`src/rtl/task_pkg.sv`:
```
// Shared types and constants for the task dispatcher: FSM states, opcodes,
// error codes and the task-number decoder.
package task_pkg;

  typedef enum logic [1:0] {IDLE, SEND, WAIT} state_t;

  localparam logic [6:0] OP_CODE_10 = 7'h03;
  localparam logic [6:0] OP_CODE_20 = 7'h01;
  localparam logic [6:0] OP_CODE_30 = 7'h05;

  localparam logic [1:0] ERR_NONE    = 2'b00;
  localparam logic [1:0] ERR_BAD     = 2'b01;
  localparam logic [1:0] ERR_TIMEOUT = 2'b10;

  localparam logic [6:0] GRANT_DT_DEF = 7'h04;

  typedef struct packed {
    logic       ok;
    logic [6:0] op;
  } decode_t;

  // Only the low byte of a task number selects the MHP opcode.
  function automatic decode_t decode_task(input logic [7:0] code);
    decode_t d;
    d.ok = 1'b1;
    d.op = '0;
    case (code)
      8'h10:   d.op = OP_CODE_10;
      8'h20:   d.op = OP_CODE_20;
      8'h30:   d.op = OP_CODE_30;
      default: d.ok = 1'b0;
    endcase
    return d;
  endfunction

endpackage

```
`src/rtl/task_fifo.sv`:
```
// Task queue: first-word-fall-through FIFO with an exact occupancy count.
module task_fifo
  import task_pkg::*;
#(
  parameter int WIDTH = 16,
  parameter int DEPTH = 4
) (
  input  logic                   clk,
  input  logic                   rst,
  input  logic                   push,
  input  logic                   pop,
  input  logic [WIDTH-1:0]       wr_data,
  output logic [WIDTH-1:0]       rd_data,
  output logic                   full,
  output logic                   empty,
  output logic [$clog2(DEPTH):0] level
);

  localparam int PW = $clog2(DEPTH);
  localparam int LW = PW + 1;

  logic [WIDTH-1:0] mem [DEPTH];
  logic [PW-1:0]    wr_ptr;
  logic [PW-1:0]    rd_ptr;
  logic             do_push;
  logic             do_pop;

  // A push is refused whenever full, even if a pop frees a slot this cycle.
  assign full    = (level == LW'(DEPTH));
  assign empty   = (level == '0);
  assign do_push = push && !full;
  assign do_pop  = pop && !empty;
  assign rd_data = mem[rd_ptr];

  always_ff @(posedge clk) begin
    if (rst) begin
      wr_ptr <= '0;
      rd_ptr <= '0;
      level  <= '0;
    end else begin
      if (do_push) begin
        mem[wr_ptr] <= wr_data;
        wr_ptr      <= wr_ptr + PW'(1);
      end
      if (do_pop) begin
        rd_ptr <= rd_ptr + PW'(1);
      end
      case ({do_push, do_pop})
        2'b10:   level <= level + LW'(1);
        2'b01:   level <= level - LW'(1);
        default: level <= level;
      endcase
    end
  end

endmodule

```
`src/rtl/task_dispatcher.sv`:
```
// Pops queued tasks, issues them as MHP requests and waits for a grant,
// resending on timeout a bounded number of times before reporting failure.
module task_dispatcher
  import task_pkg::*;
#(
  parameter int         TASK_W    = 16,
  parameter int         ADDR_W    = 16,
  parameter int         DEPTH     = 4,
  parameter int         TIMEOUT   = 1024,
  parameter int         MAX_RETRY = 2,
  parameter logic [6:0] GRANT_DT  = GRANT_DT_DEF
) (
  input  logic                   i_clk,
  input  logic                   i_rst,
  input  logic                   i_task_valid,
  input  logic [TASK_W-1:0]      i_task_nbr,
  output logic                   o_task_ready,
  output logic                   o_send,
  output logic                   o_enable,
  output logic [7:0]             o_dtype,
  input  logic                   i_done,
  input  logic                   i_rx_valid,
  input  logic [6:0]             i_rx_dtype,
  input  logic [ADDR_W-1:0]      i_rx_dst,
  input  logic [ADDR_W-1:0]      i_rx_src,
  output logic                   o_grant,
  output logic                   o_fail,
  output logic [1:0]             o_err,
  output logic [TASK_W-1:0]      o_task,
  output logic [ADDR_W-1:0]      o_dst_addr,
  output logic [ADDR_W-1:0]      o_src_addr,
  output logic                   o_busy,
  output logic [$clog2(DEPTH):0] o_level,
  output logic                   o_link
);

  localparam int TMR_W = $clog2(TIMEOUT);
  localparam int RTY_W = $clog2(MAX_RETRY + 2);

  state_t            state;
  logic [TASK_W-1:0] cur_task;
  logic [TASK_W-1:0] head;
  logic [TMR_W-1:0]  timer;
  logic [RTY_W-1:0]  retries;
  logic              full;
  logic              empty;
  logic              pop;
  decode_t           head_dec;

  // Holding off the pop while a pulse is out keeps back-to-back results apart.
  assign pop          = (state == IDLE) && !empty && !o_grant && !o_fail;
  assign head_dec     = decode_task(head[7:0]);
  assign o_task_ready = !full;
  assign o_link       = o_enable;

  task_fifo #(
    .WIDTH(TASK_W),
    .DEPTH(DEPTH)
  ) u_fifo (
    .clk    (i_clk),
    .rst    (i_rst),
    .push   (i_task_valid),
    .pop    (pop),
    .wr_data(i_task_nbr),
    .rd_data(head),
    .full   (full),
    .empty  (empty),
    .level  (o_level)
  );

  always_ff @(posedge i_clk) begin
    if (i_rst) begin
      state      <= IDLE;
      cur_task   <= '0;
      timer      <= '0;
      retries    <= '0;
      o_send     <= 1'b0;
      o_enable   <= 1'b0;
      o_dtype    <= '0;
      o_grant    <= 1'b0;
      o_fail     <= 1'b0;
      o_err      <= ERR_NONE;
      o_task     <= '0;
      o_dst_addr <= '0;
      o_src_addr <= '0;
      o_busy     <= 1'b0;
    end else begin
      o_grant <= 1'b0;
      o_fail  <= 1'b0;
      case (state)
        IDLE: begin
          if (pop) begin
            cur_task <= head;
            timer    <= '0;
            retries  <= '0;
            if (head_dec.ok) begin
              o_send   <= 1'b1;
              o_enable <= 1'b1;
              o_busy   <= 1'b1;
              o_dtype  <= {1'b1, head_dec.op};
              state    <= SEND;
            end else begin
              o_fail <= 1'b1;
              o_err  <= ERR_BAD;
              o_task <= head;
            end
          end
        end
        SEND: begin
          if (i_done) begin
            o_send <= 1'b0;
            timer  <= '0;
            state  <= WAIT;
          end
        end
        WAIT: begin
          timer <= timer + TMR_W'(1);
          // A grant takes priority over a timeout landing in the same cycle.
          if (i_rx_valid && (i_rx_dtype == GRANT_DT)) begin
            o_dst_addr <= i_rx_dst;
            o_src_addr <= i_rx_src;
            o_grant    <= 1'b1;
            o_err      <= ERR_NONE;
            o_task     <= cur_task;
            o_enable   <= 1'b0;
            o_busy     <= 1'b0;
            state      <= IDLE;
          end else if (timer == TMR_W'(TIMEOUT - 1)) begin
            if (retries < RTY_W'(MAX_RETRY)) begin
              retries <= retries + RTY_W'(1);
              o_send  <= 1'b1;
              state   <= SEND;
            end else begin
              o_fail   <= 1'b1;
              o_err    <= ERR_TIMEOUT;
              o_task   <= cur_task;
              o_enable <= 1'b0;
              o_busy   <= 1'b0;
              state    <= IDLE;
            end
          end
        end
        default: state <= IDLE;
      endcase
    end
  end

endmodule
```
`config.mk`:
```
export PLATFORM = sky130hd
export DESIGN_NAME = task_dispatcher
export DESIGN_NICKNAME = d
export VERILOG_FILES = /design/src/rtl/task_pkg.sv /design/src/rtl/task_fifo.sv /design/src/rtl/task_dispatcher.sv
export SDC_FILE = /design/constraint.sdc
export NUM_CORES = 1
export LEC_CHECK = 0
export ABC_AREA = 1
export ABC_CLOCK_PERIOD_IN_PS = 6000
export BUFFER_PORTS_ARGS = -buffer_cell sky130_fd_sc_hd__buf_2
export CORE_ASPECT_RATIO = 1.5
export CORE_UTILIZATION = 45
export DETAILED_ROUTE_END_ITERATION = 8
export PLACE_DENSITY_LB_ADDON = 0.2
export SLEW_MARGIN = 15
export SYNTH_ARGS = -nofsm -noshare
export SYNTH_HDL_FRONTEND = slang
export SYNTH_SLANG_ARGS = --single-unit
```
`constraint.sdc`:
```
create_clock -name i_clk -period 6 [get_ports i_clk]
set_input_delay 0.3 -clock i_clk [delete_from_list [all_inputs] [get_ports i_clk]]
set_output_delay 0.3 -clock i_clk [all_outputs]
set_load 0.02 [all_outputs]
```
[Word level (Yosys, flattened, before mapping)]
Memory sizes are Yosys's and may differ from the RTL's. A register that Yosys moved wholly into a read port is not among the register bits.
Index checks and enable logic that the tools add are counted.
Word-level totals
  output and inout bits: 68
  register bits: 99
  memory bits (writable): 64
  word-level logic and storage cells: 123
  memories kept: 1
Memory list
  u_fifo.mem: depth 4, bits a word 16, rd ports 1, clocked after Yosys merged registers in 1, write ports 1, RTL line task_fifo.sv:22  | logic [WIDTH-1:0] mem [DEPTH];
Cells by class
  bitwise gates (word level): 1
  equal/unequal tests: 19
  reductions and logical operators: 26
  add/sub/neg operators: 6
  magnitude comparators: 1
  mux-type cells: 53
Operator list (count)
  $mux W16: 5
  $mux W2: 16
  $pmux W16 S2: 1
  $pmux W10 S3: 1
  $mux W1: 20
  $mux W10: 2
  $eq A8 B6 Y1 const B: 2
  $reduce_and A5 Y1: 3
  $ne A2 B2 Y1 const B: 6
  $add A10 B1 Y10 const B: 1
  $eq A10 B10 Y1 const B: 1
  $pmux W3 S3: 1
  $eq A8 B5 Y1 const B: 1
  $pmux W2 S2: 2
  $eq A7 B3 Y1 const B: 1
  $reduce_and A7 Y1: 1
  $add A2 B1 Y2 const B: 3
  $logic_and A1 B1 Y1: 6
  $ne A3 B3 Y1 const B: 2
  $pmux W2 S3: 1
  $pmux W3 S2: 1
  $reduce_and A3 Y1: 2
  $eq A2 B1 Y1 const B: 2
  $eq A2 B2 Y1 const B: 2
  other kinds (17): 23

[Longest topological paths before layout]
  word-level depth: 8
  mapped depth: 15
  gate-level depth less buffers: 13

[Hierarchy]
A second synthesis with hierarchy kept.
Unflattened totals
  cells, all modules: 746
  area, all modules: 6862.8 sq um
By module, submodules not included
  task_dispatcher: area an instance 3958.8 sq um, instances 1, cells each 521, sequential area each 1761.7 sq um
  task_fifo: area an instance 2904.0 sq um, instances 1, cells each 225, sequential area each 2102.0 sq um

[Worst setup path after synthesis]
Ideal clock, no wire load.
  path kind: register to register
  start point: register state[0]
  end point: register u_fifo.level[2]
  library setup time: 0.122 ns
  buffers on the path: 3
  arrival: 2.338 ns
  period minus slack after synthesis: 2.460 ns
  data required time: 5.878 ns
  stages on the path, launching flop included: 14
  path slack: 3.540 ns
  cell sequence: dfxtp_1 > clkbuf_2 > nor2_2 > nand3_1 > inv_1 > buf_2 > clkbuf_1 > ha_1 > inv_1 > fa_1 > a21oi_1 > o21ai_0 > o21ai_0 > a21oi_1
Between the ends
  longest elaborated chain between the ends: 7
  elaborated cells on any way between the ends: 9
  classes of those cells: eq/ne (2); mux (1); reduce/logical (6)
RTL lines
  start, declared: RTL line task_dispatcher.sv:40  | state_t state;
  start signal, assigned: RTL line task_dispatcher.sv:73  | state <= IDLE;
  start signal, assigned: RTL line task_dispatcher.sv:101  | state <= SEND;
  start signal, assigned: RTL line task_dispatcher.sv:113  | state <= WAIT;
  $logic_not A2 Y1 (*): RTL line task_dispatcher.sv:51  | assign pop = (state == IDLE) && !empty && !o_grant && !o_fail;
  $logic_and A1 B1 Y1 (*) (3 in a row): RTL line task_dispatcher.sv:51
  $logic_and A1 B1 Y1 (*): RTL line task_fifo.sv:32  | assign do_pop = pop && !empty;
  net u_fifo.do_pop: RTL line task_fifo.sv:26  | logic do_pop;
  $eq A2 B1 Y1 / $eq A2 B2 Y1 (equally long branches): RTL line task_fifo.sv:48  | case ({do_push, do_pop})
  $pmux W3 S2 / $reduce_bool A2 Y1 (equally long branches)
  end signal, assigned: RTL line task_fifo.sv:49  | 2'b10: level <= level + LW'(1);
  end signal, assigned: RTL line task_fifo.sv:50  | 2'b01: level <= level - LW'(1);
  end signal, assigned: RTL line task_fifo.sv:51  | default: level <= level;
  end, declared: RTL line task_fifo.sv:16  | output logic [$clog2(DEPTH):0] level
Mark *: on every way through the listed nets, which the timed path passes. The rest lies on a longest branch.
A chain may end at the register's enable or synchronous reset.

[Worst setup path in the final report]
  start point: register state[0]
  end point: register u_fifo.level[2]
Between the ends
  longest elaborated chain between the ends: 7
  elaborated cells on any way between the ends: 9
  classes of those cells: eq/ne (2); mux (1); reduce/logical (6)
RTL lines (RTL line)
  $logic_not A2 Y1 (*): task_dispatcher.sv:51
  $logic_and A1 B1 Y1 (*) (3 in a row): task_dispatcher.sv:51
  $logic_and A1 B1 Y1 (*): task_fifo.sv:32
  $eq A2 B1 Y1 / $eq A2 B2 Y1 (equally long branches): task_fifo.sv:48
  $pmux W3 S2 / $reduce_bool A2 Y1 (equally long branches)
Every way passes the cells marked *; elsewhere a longest branch is shown, timed or not.

==> results.tsv <==
metric	value	unit
ir_drop	203	µV
area_growth	18.7	%
crit_slowest_cell	inv_1	
worst_pin_slew	0.967	ns
track_usage	0.197	
yosysTopAreaCell	dfxtp_1	
utilization	0.553	
antenna_cells	0	
finalSetupTns	0	ns
worstHoldStart	i_task_nbr[14]	
wl_per_cell	13.4	µm
startpoint_type	flop	
power	3280	µW
syn_avg_cell_area	8.68	µm²
synth_cell_type_count	35	
grt_overflow_total	0	
synth_area_leaders	dfxtp_1 29%, edfxtp_1 29%, nand2_1 9.4%	
fin_crit_sh	0.506	
multi_input_area	2260	µm²
die_width	101	µm
vias_per_cell	4.93	
clock-sinks	161	
hold_depth	1	
wirelength	14400	µm
row_count	53	
stdcell_count	1071	
post_cts_resized	0	
fin_nets	933	
synth.most_common_cell	nand2_1	
globalplace.congestion	0.816	
cp-end-kind	flop	
max_slew_margin	0.355	
slew_violations	0	
drc	0	
die_area	15200	µm²
placedCellCount	1039	
drive_gt1_frac	0.199	
drtIter0Drc	240	
final_area	7850	µm²
seq_area_frac_synth	0.584	
route.vias.total	5279	
grt_pass1_wl	22700	µm
power.leakage	0.00338	µW
rsz0062_at_grt	no	
synth_ff_type	dfxtp_1	
initial_core_util	0.466	
antenna_found_initial	0	
ios	128	
slowest_delay	0.74	ns
synth-seq-cells	161	
hold_viol	0	
hpwlAfterDp	9590	µm
arrival	3.35	ns
syn_inst	762	
max_freq	0.329	GHz
crit_required	6.31	ns
reg2reg_setup_slack	2.96	ns
postCtsHoldBufs	0	
cts_max_level	4	
synth.top_cell.area_share	0.294	
outcome	finished clean	
die_h	150	µm
holdPathEnd	u_fifo.mem[2][14]$_DFFE_PP_	
netlist_area	6620	µm²
synth_edf_count	64	
place_area	7290	µm²
fin_crit	3.04	ns
hold_path_class	in2reg	
cts_buffers	17	
post-cts-setup-buffers	0	
cts_tree	built	
setup_viol	0	
regArea	3860	µm²
r2r-start	state[0]$_SDFFE_PP0P_	
path_max_fanout	30	
core	14200	µm²
clkLatencyLatePin	0.43	ns
crit_type	reg2reg	
grt_max_degree	63	
async_flop_share	0	
clock_skew	0.00865	ns
synth_commonest_cells	166 x nand2_1, 97 x dfxtp_1, 76 x nor2_1, 72 x inv_1, 70 x a21oi_1	
ff2ff_path_depth	10	
yosys_warnings	0	
ant_nets	0	
firstDrtPassIters	5	
p_per_area	418	nW/µm²
grt_pass1_vias	4723	
clock_path_buffers	2	
maxCapViolCount	0	
crit_path_cell_trace	nor2_2, nand3_1, inv_1, ha_1, inv_1, fa_1, a21oi_1, o21ai_0, o21ai_0, a21oi_1	
n_fill_cell	1382	
place.port_buffers	123	
r2r_end	u_fifo.level[2]$_SDFFE_PP0P_	
cts_root_buffer	clkbuf_16	
clk_pin_slew	0.07	ns
-- layer usage --
layer  wire (µm)  up-vias  GRT usage
met4         224        0     0.0746
met1        6010     2404      0.225
li1            -     2717          -
met2        7390      140      0.351
met3         771       18     0.0492
met5           0        -          0
-- worst max-delay path: cells and delay by family, from the launching register on --
family                   cells  cell delay, ns
adder cells (fa/ha/maj)      2            0.63
buffers and inverters        2            0.81
AND/OR/NAND/NOR              2            0.64
AO/OA/AOI/OAI                4            0.44
flip-flops                   1            0.39
-- layout make-up --
cell class | count | share of cell area
clock inverter | 15 | 0.0174
multi-input combinational | 485 | 0.288
clock buffer | 17 | 0.0542
tap | 192 | 0.0306
sequential | 161 | 0.492
timing repair buffer | 127 | 0.0822
inverter | 74 | 0.0354
-- layout by cell type (no fill, tap or decap), types with 2 or more instances in the layout --
master	synthesis	routed
a211oi_1	5	5
a21oi_1	70	70
buf_2	7	123
buf_4	6	4
clkbuf_16	0	17
clkinv_4	0	3
conb_1	1	4
dfxtp_1	97	97
edfxtp_1	64	64
ha_1	6	6
inv_1	72	72
inv_2	2	2
inv_4	0	2
inv_6	0	7
nand2_1	166	166
nand3_1	67	67
nand4_1	3	3
nor2_1	76	72
nor2_2	2	6
nor2_4	2	2
nor3_1	4	4
nor4_1	2	2
o21ai_0	57	57
o22ai_1	8	8
o31ai_1	2	2
or2_2	2	2
-- cell families after synthesis --
group                    share of synthesized area
AO/OA/AOI/OAI                                0.116
adder cells (fa/ha/maj)                     0.0144
buffers and inverters                       0.0770
flip-flops                                   0.584
other                                     0.000567
AND/OR/NAND/NOR                              0.208
-- worst max-delay path by stage --
stage	cells after the start	startpoint	slack [ns]	to
floorplan	13	state[0]$_SDFFE_PP0P_	3.54	u_fifo.level[2]$_SDFFE_PP0P_
global placement	10	state[0]$_SDFFE_PP0P_	3.00	u_fifo.level[2]$_SDFFE_PP0P_
detailed placement	10	state[0]$_SDFFE_PP0P_	2.95	u_fifo.level[2]$_SDFFE_PP0P_
CTS	10	state[0]$_SDFFE_PP0P_	2.94	u_fifo.level[2]$_SDFFE_PP0P_
global route	10	state[0]$_SDFFE_PP0P_	2.63	u_fifo.level[2]$_SDFFE_PP0P_
finish	10	state[0]$_SDFFE_PP0P_	2.96	u_fifo.level[2]$_SDFFE_PP0P_
-- per-stage QoR --
stage	hold slack (ns)	worst slack (ns)
after floorplan	0.399	3.54
after global placement	0.432	3.00
after detailed placement	0.434	2.95
after CTS	0.0757	2.94
after global routing	0.0712	2.63
final	0.0889	2.96
-- where the power goes --
group	leakage, µW	switching, µW	internal [µW]
sequential	0.00137	69.8	1270
combinational	0.00172	642	272
clock	0.000281	463	563
total	0.00338	1170	2110
-- registers in the layout (all words and copies together), names as in the netlist, named ones only --
name           count
o_src_addr        16
cur_task          16
u_fifo.wr_ptr      2
o_dst_addr        16
o_err              2
o_dtype            4
o_send             1
u_fifo.rd_ptr      2
o_busy             1
o_task            16
u_fifo.level       3
o_grant            1
timer             10
state              2
retries            2
u_fifo.mem        64
o_fail             1
Note: power is estimated with default switching activity, not from simulation.
